==> config.mk <==
export PLATFORM = sky130hd
export DESIGN_NAME = ram_port_arbiter_flat
export DESIGN_NICKNAME = d
export VERILOG_FILES = /design/src/rtl/ram_port_arbiter_if.sv /design/src/rtl/ram_port_arbiter.sv /design/src/flat_wrapper.sv
export SDC_FILE = /design/constraint.sdc
export NUM_CORES = 1
export LEC_CHECK = 0
export ABC_AREA = 1
export CORE_MARGIN = 2
export CORE_UTILIZATION = 47
export DETAILED_ROUTE_END_ITERATION = 10
export GPL_ROUTABILITY_DRIVEN = 0
export PLACE_DENSITY = 0.95
export RECOVER_POWER = 50
export SLEW_MARGIN = 20
export SYNTH_ARGS = -nofsm -noshare
export SYNTH_HDL_FRONTEND = slang
export SYNTH_SLANG_ARGS = --single-unit
==> constraint.sdc <==
create_clock -name clk -period 3.32 [get_ports clk]
set_input_delay 0.498 -clock clk [delete_from_list [all_inputs] [get_ports clk]]
set_output_delay 0.498 -clock clk [all_outputs]
set_load 0.01 [all_outputs]
==> src/rtl/ram_port_arbiter_if.sv <==
// Shared RAM command bus between the two masters, the arbiter and RAMControl.
// The slave modport is the arbiter's view; master is the view of the masters and RAMControl.
interface ram_port_arbiter_if #(
  parameter int ADDR_W = 23,
  parameter int DATA_W = 16
);
  logic              m0_req;
  logic              m0_we;
  logic [ADDR_W-1:0] m0_addr;
  logic [DATA_W-1:0] m0_wdata;
  logic              m0_ack;
  logic [DATA_W-1:0] m0_rdata;

  logic              m1_req;
  logic              m1_we;
  logic [ADDR_W-1:0] m1_addr;
  logic [DATA_W-1:0] m1_wdata;
  logic              m1_ack;
  logic [DATA_W-1:0] m1_rdata;

  logic              ram_ready;
  logic [DATA_W-1:0] ram_rdata;
  logic              ram_instruction;
  logic              ram_latch;
  logic [ADDR_W-1:0] ram_addr;
  logic [DATA_W-1:0] ram_wdata;
  logic              timeout_err;

  modport slave (
    input  m0_req, m0_we, m0_addr, m0_wdata,
    output m0_ack, m0_rdata,
    input  m1_req, m1_we, m1_addr, m1_wdata,
    output m1_ack, m1_rdata,
    input  ram_ready, ram_rdata,
    output ram_instruction, ram_latch, ram_addr, ram_wdata, timeout_err
  );

  modport master (
    output m0_req, m0_we, m0_addr, m0_wdata,
    input  m0_ack, m0_rdata,
    output m1_req, m1_we, m1_addr, m1_wdata,
    input  m1_ack, m1_rdata,
    output ram_ready, ram_rdata,
    input  ram_instruction, ram_latch, ram_addr, ram_wdata, timeout_err
  );
endinterface

==> src/rtl/ram_port_arbiter.sv <==
// Round-robin arbiter serialising Network (m0) and DNAInitializer (m1) word
// requests onto RAMControl, with a watchdog bounding every transaction.
module ram_port_arbiter #(
  parameter int ADDR_W         = 23,
  parameter int DATA_W         = 16,
  parameter int TIMEOUT_CYCLES = 255
) (
  input logic clk,
  input logic rst,
  ram_port_arbiter_if.slave bus
);

  localparam int WD_W = $clog2(TIMEOUT_CYCLES + 1);

  typedef enum logic [2:0] {
    IDLE,
    ISSUE,
    WAIT_BUSY,
    WAIT_DONE,
    DONE
  } state_t;

  state_t            state, nextState;
  logic              rrLast;
  logic              grant;        // 0 = m0, 1 = m1
  logic              grantNext;
  logic              doGrant;
  logic              doComplete;
  logic              doAbort;
  logic              inWait;
  logic              wdogExpired;
  logic [WD_W-1:0]   wdog;

  logic              ramLatch;
  logic              ramInstr;
  logic [ADDR_W-1:0] ramAddr;
  logic [DATA_W-1:0] ramWdata;
  logic              m0Ack, m1Ack;
  logic [DATA_W-1:0] m0Rdata, m1Rdata;
  logic              timeoutErr;

  assign inWait      = (state == WAIT_BUSY) || (state == WAIT_DONE);
  assign wdogExpired = (wdog == WD_W'(TIMEOUT_CYCLES));

  always_comb begin
    nextState  = state;
    grantNext  = grant;
    doGrant    = 1'b0;
    doComplete = 1'b0;
    doAbort    = 1'b0;
    case (state)
      IDLE: begin
        if (bus.ram_ready && (bus.m0_req || bus.m1_req)) begin
          doGrant   = 1'b1;
          grantNext = (bus.m0_req && bus.m1_req) ? ~rrLast : bus.m1_req;
          nextState = ISSUE;
        end
      end
      ISSUE: nextState = WAIT_BUSY;
      WAIT_BUSY: begin
        if (wdogExpired) begin
          doAbort   = 1'b1;
          nextState = DONE;
        end else if (!bus.ram_ready) begin
          nextState = WAIT_DONE;
        end
      end
      WAIT_DONE: begin
        // A real completion wins over a watchdog expiring on the same edge.
        if (bus.ram_ready) begin
          doComplete = 1'b1;
          nextState  = DONE;
        end else if (wdogExpired) begin
          doAbort   = 1'b1;
          nextState = DONE;
        end
      end
      DONE:    nextState = IDLE;
      default: nextState = IDLE;
    endcase
  end

  always_ff @(posedge clk) begin
    if (rst) begin
      state      <= IDLE;
      rrLast     <= 1'b1;
      grant      <= 1'b0;
      wdog       <= '0;
      ramLatch   <= 1'b0;
      ramInstr   <= 1'b0;
      ramAddr    <= '0;
      ramWdata   <= '0;
      m0Ack      <= 1'b0;
      m1Ack      <= 1'b0;
      m0Rdata    <= '0;
      m1Rdata    <= '0;
      timeoutErr <= 1'b0;
    end else begin
      state    <= nextState;
      ramLatch <= (nextState == ISSUE);
      // Acks are raised on entry to DONE so the requester sees them while DONE
      // returns to IDLE, keeping IDLE from sampling a stale req.
      m0Ack    <= (nextState == DONE) && (state != DONE) && !grant;
      m1Ack    <= (nextState == DONE) && (state != DONE) && grant;

      if (inWait && (nextState != DONE)) wdog <= wdog + 1'b1;
      else                               wdog <= '0;

      if (doGrant) begin
        grant <= grantNext;
        if (bus.m0_req && bus.m1_req) rrLast <= grantNext;
        ramAddr  <= grantNext ? bus.m1_addr  : bus.m0_addr;
        ramWdata <= grantNext ? bus.m1_wdata : bus.m0_wdata;
        ramInstr <= grantNext ? bus.m1_we    : bus.m0_we;
      end

      if (doComplete && !ramInstr) begin
        if (grant) m1Rdata <= bus.ram_rdata;
        else       m0Rdata <= bus.ram_rdata;
      end

      if (doAbort) begin
        timeoutErr <= 1'b1;
        if (!ramInstr) begin
          if (grant) m1Rdata <= '0;
          else       m0Rdata <= '0;
        end
      end
    end
  end

  assign bus.ram_latch       = ramLatch;
  assign bus.ram_instruction = ramInstr;
  assign bus.ram_addr        = ramAddr;
  assign bus.ram_wdata       = ramWdata;
  assign bus.m0_ack          = m0Ack;
  assign bus.m1_ack          = m1Ack;
  assign bus.m0_rdata        = m0Rdata;
  assign bus.m1_rdata        = m1Rdata;
  assign bus.timeout_err     = timeoutErr;

endmodule
==> src/flat_wrapper.sv <==
// flat-port wrapper written by rule: the top's interface ports become plain ports
module ram_port_arbiter_flat 
#(
  parameter int ADDR_W         = 23,
  parameter int DATA_W         = 16,
  parameter int TIMEOUT_CYCLES = 255
)
  (clk, rst, bus_m0_req, bus_m0_we, bus_m0_addr, bus_m0_wdata, bus_m0_ack, bus_m0_rdata, bus_m1_req, bus_m1_we, bus_m1_addr, bus_m1_wdata, bus_m1_ack, bus_m1_rdata, bus_ram_ready, bus_ram_rdata, bus_ram_instruction, bus_ram_latch, bus_ram_addr, bus_ram_wdata, bus_timeout_err);
  ram_port_arbiter_if #(.ADDR_W(ADDR_W), .DATA_W(DATA_W)) bus_i ();
  input logic clk;
  input logic rst;
  input wire logic [$bits(bus_i.m0_req)-1:0] bus_m0_req;
  input wire logic [$bits(bus_i.m0_we)-1:0] bus_m0_we;
  input wire logic [$bits(bus_i.m0_addr)-1:0] bus_m0_addr;
  input wire logic [$bits(bus_i.m0_wdata)-1:0] bus_m0_wdata;
  output wire logic [$bits(bus_i.m0_ack)-1:0] bus_m0_ack;
  output wire logic [$bits(bus_i.m0_rdata)-1:0] bus_m0_rdata;
  input wire logic [$bits(bus_i.m1_req)-1:0] bus_m1_req;
  input wire logic [$bits(bus_i.m1_we)-1:0] bus_m1_we;
  input wire logic [$bits(bus_i.m1_addr)-1:0] bus_m1_addr;
  input wire logic [$bits(bus_i.m1_wdata)-1:0] bus_m1_wdata;
  output wire logic [$bits(bus_i.m1_ack)-1:0] bus_m1_ack;
  output wire logic [$bits(bus_i.m1_rdata)-1:0] bus_m1_rdata;
  input wire logic [$bits(bus_i.ram_ready)-1:0] bus_ram_ready;
  input wire logic [$bits(bus_i.ram_rdata)-1:0] bus_ram_rdata;
  output wire logic [$bits(bus_i.ram_instruction)-1:0] bus_ram_instruction;
  output wire logic [$bits(bus_i.ram_latch)-1:0] bus_ram_latch;
  output wire logic [$bits(bus_i.ram_addr)-1:0] bus_ram_addr;
  output wire logic [$bits(bus_i.ram_wdata)-1:0] bus_ram_wdata;
  output wire logic [$bits(bus_i.timeout_err)-1:0] bus_timeout_err;
  assign bus_i.m0_req = bus_m0_req;
  assign bus_i.m0_we = bus_m0_we;
  assign bus_i.m0_addr = bus_m0_addr;
  assign bus_i.m0_wdata = bus_m0_wdata;
  assign bus_m0_ack = bus_i.m0_ack;
  assign bus_m0_rdata = bus_i.m0_rdata;
  assign bus_i.m1_req = bus_m1_req;
  assign bus_i.m1_we = bus_m1_we;
  assign bus_i.m1_addr = bus_m1_addr;
  assign bus_i.m1_wdata = bus_m1_wdata;
  assign bus_m1_ack = bus_i.m1_ack;
  assign bus_m1_rdata = bus_i.m1_rdata;
  assign bus_i.ram_ready = bus_ram_ready;
  assign bus_i.ram_rdata = bus_ram_rdata;
  assign bus_ram_instruction = bus_i.ram_instruction;
  assign bus_ram_latch = bus_i.ram_latch;
  assign bus_ram_addr = bus_i.ram_addr;
  assign bus_ram_wdata = bus_i.ram_wdata;
  assign bus_timeout_err = bus_i.timeout_err;
  ram_port_arbiter #(.ADDR_W(ADDR_W), .DATA_W(DATA_W), .TIMEOUT_CYCLES(TIMEOUT_CYCLES)) u_core (.clk(clk), .rst(rst), .bus(bus_i));
endmodule
==> metrics.yaml, run 1 <==
finalSetupTns_ps: 0
final_util_pct: 68.97
vias: 4652
netlist_top_cells_count: "287 x nand2_1, 89 x dfxtp_1, 80 x inv_1"
dieArea_mm2: 0.01004
port_buffers: 176
netlist_area_mm2: 0.004348
synth_edf_count: 0
fin_cells: 946
holdPathStages: 1
root_buffer: "clkbuf_8"
drc: 0
synth_flop_cell: "dfxtp_1"
grt_pass1_vias: 4340
die_w_um: 100.2
worstReg2RegStart: "u_core.wdog[0]$_SDFF_PP0_"
clockBufferDepth: 2
critPathKind: "input pin to register"
dpl_cell_area_mm2: 0.006096
cts_resized: 0
synthCells: 674
leakage_nw: 3.125
yosysWarnings: 0
min_from: "u_core.wdog[0]$_SDFF_PP0_"
areaGrowthSynthToFinish_pct: 44.49
core_mm2: 0.009109
yosysMostFrequentCell: "nand2_1"
crit_path_start: "bus_ram_ready"
cp_max_fo: 41
maxCapViolCount: 0
grt_max_degree: 48
cts_tree: "built"
vdd_drop_max_uv: 200.7
path_clk_slew_ps: 80
synth_seq_cells: 89
hold_end: "u_core.wdog[0]$_SDFF_PP0_"
min_path_type: "register to register"
synth_cell_types: 29
wl_mm: 11.93
synth.top_cell.area_share_pct: 40.98
final_area_mm2: 0.006282
drive_above_1_share_pct: 5.150
floorplan.initialDensity_pct: 47.73
hpwl_mm: 8.450
relSlewSlack_pct: 52.38
slew_viol_final: 0
status: "finished clean"
setup_violations: 0
whs_ps: 446.8
grt_usage_pct: 24.14
overflow: 0
clock-sinks: 89
syn_area_per_cell_um2: 6.451
firstDrtPassIters: 5
fmax_mhz: 428.7
r2r_cells: 8
postRouteAntennaNets: 0
htree_num_levels: 3
synthArstFlopShare_pct: 0
dp.cells: 931
row_count: 35
drt_iter0_drc: 186
synth_top_area_cell: "dfxtp_1"
avgViaCountPerCell: 4.918
arrival_ps: 2580
post_cts_buffers: 0
antenna_found_initial: 0
grt_first_pass_wirelength_mm: 19.56
fin_skew_ps: 11.43
period_needed_ps: 2333
wl_per_cell_um: 12.61
syn_nets: 776
powerDensity_mw_per_mm2: 386.8
rsz0062_at_grt: "no"
regToRegSetupSlack_ps: 1310
cp-start-kind: "input pin"
finalHoldViolations: 0
worstMarginPinSlew_ps: 712.5
r2r-end: "u_core.bus.m1_rdata[0]$_SDFF_PP0_"
seq_area_frac_synth_pct: 40.98
die_h_um: 100.2
cts_made_buffers: 9
synth_area_leaders: "dfxtp_1 41%, nand2_1 25%, nand3_1 8.5%"
nets: 933
diodes: 0
min_period_over_period_pct: 70.27
crit_path_end_kind: "register"
hold_buffers: 0
cp_data_required_time_ps: 3570
clk_latency_ps: 370
ios: 177
[kinds of logic (layout without fill, tap and decap cells)]
kind of cell / after synthesis / count (layout) / synth area share [%]
fa+ha+maj: 1 / 1 / 0.2877
flops: 89 / 89 / 40.98
simple gates: 396 / 396 / 38.24
xor+xnor: 3 / 3 / 0.6044
buf+inv: 120 / 281 / 11.68
compound gates: 65 / 65 / 8.201
[worst max path at each step]
| stage | to | slack, ps | depth (start not counted) |
|---|---|---|---|
| after floorplan | u_core.bus.ram_addr[0]$_SDFFE_PP0P_ | 1870 | 8 |
| after global placement | u_core.rrLast$_SDFFE_PP1P_ | 810 | 9 |
| after detailed placement | u_core.rrLast$_SDFFE_PP1P_ | 700 | 9 |
| after CTS | u_core.rrLast$_SDFFE_PP1P_ | 1070 | 9 |
| after global routing | u_core.bus.m1_rdata[15]$_SDFF_PP0_ | 850 | 9 |
| final | u_core.rrLast$_SDFFE_PP1P_ | 990 | 9 |
[sequential cells by signal, summed over array words and instances, names as in the netlist]
register                    flops
u_core.bus.m0_rdata            16
u_core.state                    3
u_core.rrLast                   1
u_core.bus.ram_latch            1
u_core.bus.m1_ack               1
u_core.wdog                     8
u_core.bus.m1_rdata            16
u_core.bus.timeout_err          1
u_core.grant                    1
u_core.bus.ram_addr            23
u_core.bus.ram_wdata           16
u_core.bus.m0_ack               1
u_core.bus.ram_instruction      1
[cells in the final DEF (no fill, tap or decap)]
cell,count
a21oi_1,55
buf_2,1
nand3_1,74
nor2_1,18
nor3_1,1
o21bai_1,1
nand2_4,1
clkinvlp_4,2
nor3b_1,2
inv_2,4
or2_2,1
nand4_4,1
nor2_4,2
dlygate4sd3_1,68
xnor2_1,1
bufinv_16,1
nand2_1,287
a21oi_2,7
nand2_2,2
buf_4,6
clkdlybuf4s50_1,107
dfxtp_1,89
nand3_2,1
ha_1,1
inv_6,2
o21ai_1,1
a211oi_1,1
inv_1,80
nand3b_1,1
clkbuf_8,9
xor2_1,2
clkinv_2,1
nor2_2,2
nand4_1,3
[report_power, final]
group	internal [W]	leakage, nW	switching (W)
Sequential	0.00112	0.724	0.0000311
Clock	0.000348	0.0921	0.000398
Combinational	0.000257	2.31	0.000273
Total	0.00173	3.12	0.000702
[metrics by stage]
| step | power, W | setup slack, ps |
|---|---|---|
| 3_5_place_dp | 0.001728 | 701.8 |
| 2_1_floorplan | 0.001454 | 1873 |
| 4_1_cts | 0.002460 | 1069 |
| 3_3_place_gp | 0.001720 | 807.1 |
| 5_1_grt | 0.002548 | 847.5 |
| 6_report | 0.002430 | 987.2 |
[final cells by class]
type                    instances  area (um2)
clock buffers                   9       123.9
clock inverters                 6       67.56
fillers                       737        2826
inverters                      84       315.3
multi-input cells             465        2053
flip-flops and latches         89        1782
well taps                     111       138.9
repair buffers                182        1802
[worst max-delay path: stages]
cell,delay (ps)
dlygate4sd3_1,560
inv_1,70
nor2_2,140
nand3_2,90
buf_4,230
inv_2,520
nand3_1,200
a21oi_1,180
o21ai_1,80
[metal layers]
layer	global-route usage [%]	vias to the layer above	part of all wire (%)
met5	0	-	0
met4	8.325	0	2.0
met3	7.242	23	8.3
met2	41.09	191	48
met1	29.02	2054	41
li1	-	2384	-
Power figures use the tool's default switching activity.
==> run 2: changes to the inputs <==
--- a/config.mk
+++ b/config.mk
@@ -7,10 +7,10 @@
 export LEC_CHECK = 0
 export ABC_AREA = 1
 export CORE_MARGIN = 2
-export CORE_UTILIZATION = 47
+export CORE_UTILIZATION = 39
 export DETAILED_ROUTE_END_ITERATION = 10
 export GPL_ROUTABILITY_DRIVEN = 0
-export PLACE_DENSITY = 0.95
+export PLACE_DENSITY = 0.87
 export RECOVER_POWER = 50
 export SLEW_MARGIN = 20
 export SYNTH_ARGS = -nofsm -noshare
==> constraint.sdc (replaced) <==
create_clock -name clk -period 1.99 [get_ports clk]
set_input_delay 0.2985 -clock clk [delete_from_list [all_inputs] [get_ports clk]]
set_output_delay 0.2985 -clock clk [all_outputs]
set_load 0.01 [all_outputs]
==> run 2 against run 1 <==
Net effect:
- combinational power is 74% higher
- total power rose by 65%
- worst hold slack improved by 11 ps
- sequential power up 68%
- cell area is 1.7% higher
- wire length up 2.9%
- register-to-register slack got worse by 1000 ps
- core utilization is 10 points lower
- largest cell class unchanged
- largest power group unchanged
==> metrics.yaml, run 2 (synthesis gave the netlist of run 1 again) <==
status: "finished clean"
hpwl_mm: 8.904
clockBufferDepth: 2
areaGrowthSynthToFinish_pct: 46.94
ios: 177
floorplan.initialDensity_pct: 40.11
clock-sinks: 89
port_buffers: 176
dpl_cell_area_mm2: 0.006225
antenna_found_initial: 0
powerDensity_mw_per_mm2: 626.5
fin_cells: 985
relSlewSlack_pct: 54.97
wl_per_cell_um: 12.46
grt_usage_pct: 20.37
rsz0062_at_grt: "no"
finalSetupTns_ps: 0
cts_resized: 0
finalHoldViolations: 0
final_area_mm2: 0.006389
maxCapViolCount: 0
path_clk_slew_ps: 90
seqCellArea_mm2: 0.001782
grt_max_degree: 48
vdd_drop_max_uv: 373.5
min_path_type: "register to register"
hold_buffers: 0
drc: 0
layout_common_cells: "287 x nand2_1, 120 x clkdlybuf4s50_1, 89 x dfxtp_1"
postRouteAntennaNets: 0
p_total_w: 0.004003
setup_violations: 0
drive_above_1_share_pct: 6.036
nets: 942
grt_first_pass_wirelength_mm: 19.33
wl_mm: 12.28
cts_tree: "built"
final_common_cell: "nand2_1"
worstMarginPinSlew_ps: 675.4
largest_reg_flops: 23
overflow: 0
slew_viol_final: 0
leakage_nw: 3.131
cp-start-kind: "register"
row_count: 38
die_w_um: 109.6
cts_made_buffers: 9
core_mm2: 0.01084
htree_num_levels: 3
dp.cells: 969
vias: 4669
min_period_over_period_pct: 86.08
dieArea_mm2: 0.01201
diodes: 0
fillCellCount: 1013
multiInputGateArea_mm2: 0.002044
cp_max_fo: 32
crit_path_end_kind: "register"
post_cts_buffers: 0
clk_latency_ps: 360
avgViaCountPerCell: 4.740
fin_skew_ps: 10.02
arrival_ps: 1970
grt_pass1_vias: 4195
die_h_um: 109.6
fmax_mhz: 583.8
critPathKind: "register to register"
root_buffer: "clkbuf_8"
firstDrtPassIters: 4
cp_data_required_time_ps: 2250
drt_iter0_drc: 256
period_needed_ps: 1713
run 2: changes by cell type in the layout (fill, tap and decap cells not counted), sizes merged:
| cell | delta |
|---|---|
| clkdlybuf4s50 | +13 |
| dlygate4sd3 | -13 |
| buf | +8 |
| clkbuf | +2 |
| clkinv | +2 |
| bufinv | -1 |
| inv | -1 |
run 2: routing by layer:
metal  wire, um  share of wire (%)  track usage (%)
met3       1117                9.1            6.224
met1       5221                 43            25.71
met4        144                1.2            7.233
met2       5793                 47            32.89
met5          0                  0                0
run 2: layout make-up:
type	count	area share (%)
multi-input cells	465	32.00
flip-flops and latches	89	27.89
clock buffers	10	2.154
inverters	84	4.935
well taps	140	2.742
clock inverters	6	0.6659
repair buffers	191	29.61
run 2: critical path, stage by stage, from the launching register on:
cell and delay [ps]:
dfxtp_1 360, ha_1 180, nand2_1 60, nor2_1 330, nand4_4 150, nand2_4 300, nand2_1 100, nand2_1 90
inv_1 40
run 2: through the flow:
step                      util [%]  setup slack, ps  hold slack [ps]
after global placement       57.42            151.6            431.8
after global routing         58.93            120.1            486.3
final                        58.93            277.0            457.9
after detailed placement     57.42            67.43            449.9
after floorplan                  -            589.1            417.6
after CTS                    59.08            279.4            467.8
run 2: power by group:
part	leakage (nW)	switching [W]	internal [W]	total (W)
clock	0.0887	0.000659	0.000490	0.00115
sequential	0.724	0.0000563	0.00187	0.00193
combinational	2.32	0.000463	0.000460	0.000923
run 2: final timing paths:
kind	start	end	slack, ps	cells after the start
setup reg to reg	u_core.wdog[0]$_SDFF_PP0_	u_core.bus.m1_rdata[1]$_SDFF_PP0_	280	8
hold / removal	u_core.wdog[0]$_SDFF_PP0_	u_core.wdog[0]$_SDFF_PP0_	460	1
setup / recovery	u_core.wdog[0]$_SDFF_PP0_	u_core.bus.m1_rdata[1]$_SDFF_PP0_	280	8
hold reg to reg	u_core.wdog[0]$_SDFF_PP0_	u_core.wdog[0]$_SDFF_PP0_	460	1
==> run 3: changes to the inputs <==
--- a/config.mk
+++ b/config.mk
@@ -16,3 +16,4 @@
 export SYNTH_ARGS = -nofsm -noshare
 export SYNTH_HDL_FRONTEND = slang
 export SYNTH_SLANG_ARGS = --single-unit
+export TNS_END_PERCENT = 20
==> results of run 3 <==
Same layout as run 2: the final DEF is identical, and so are final timing and power.
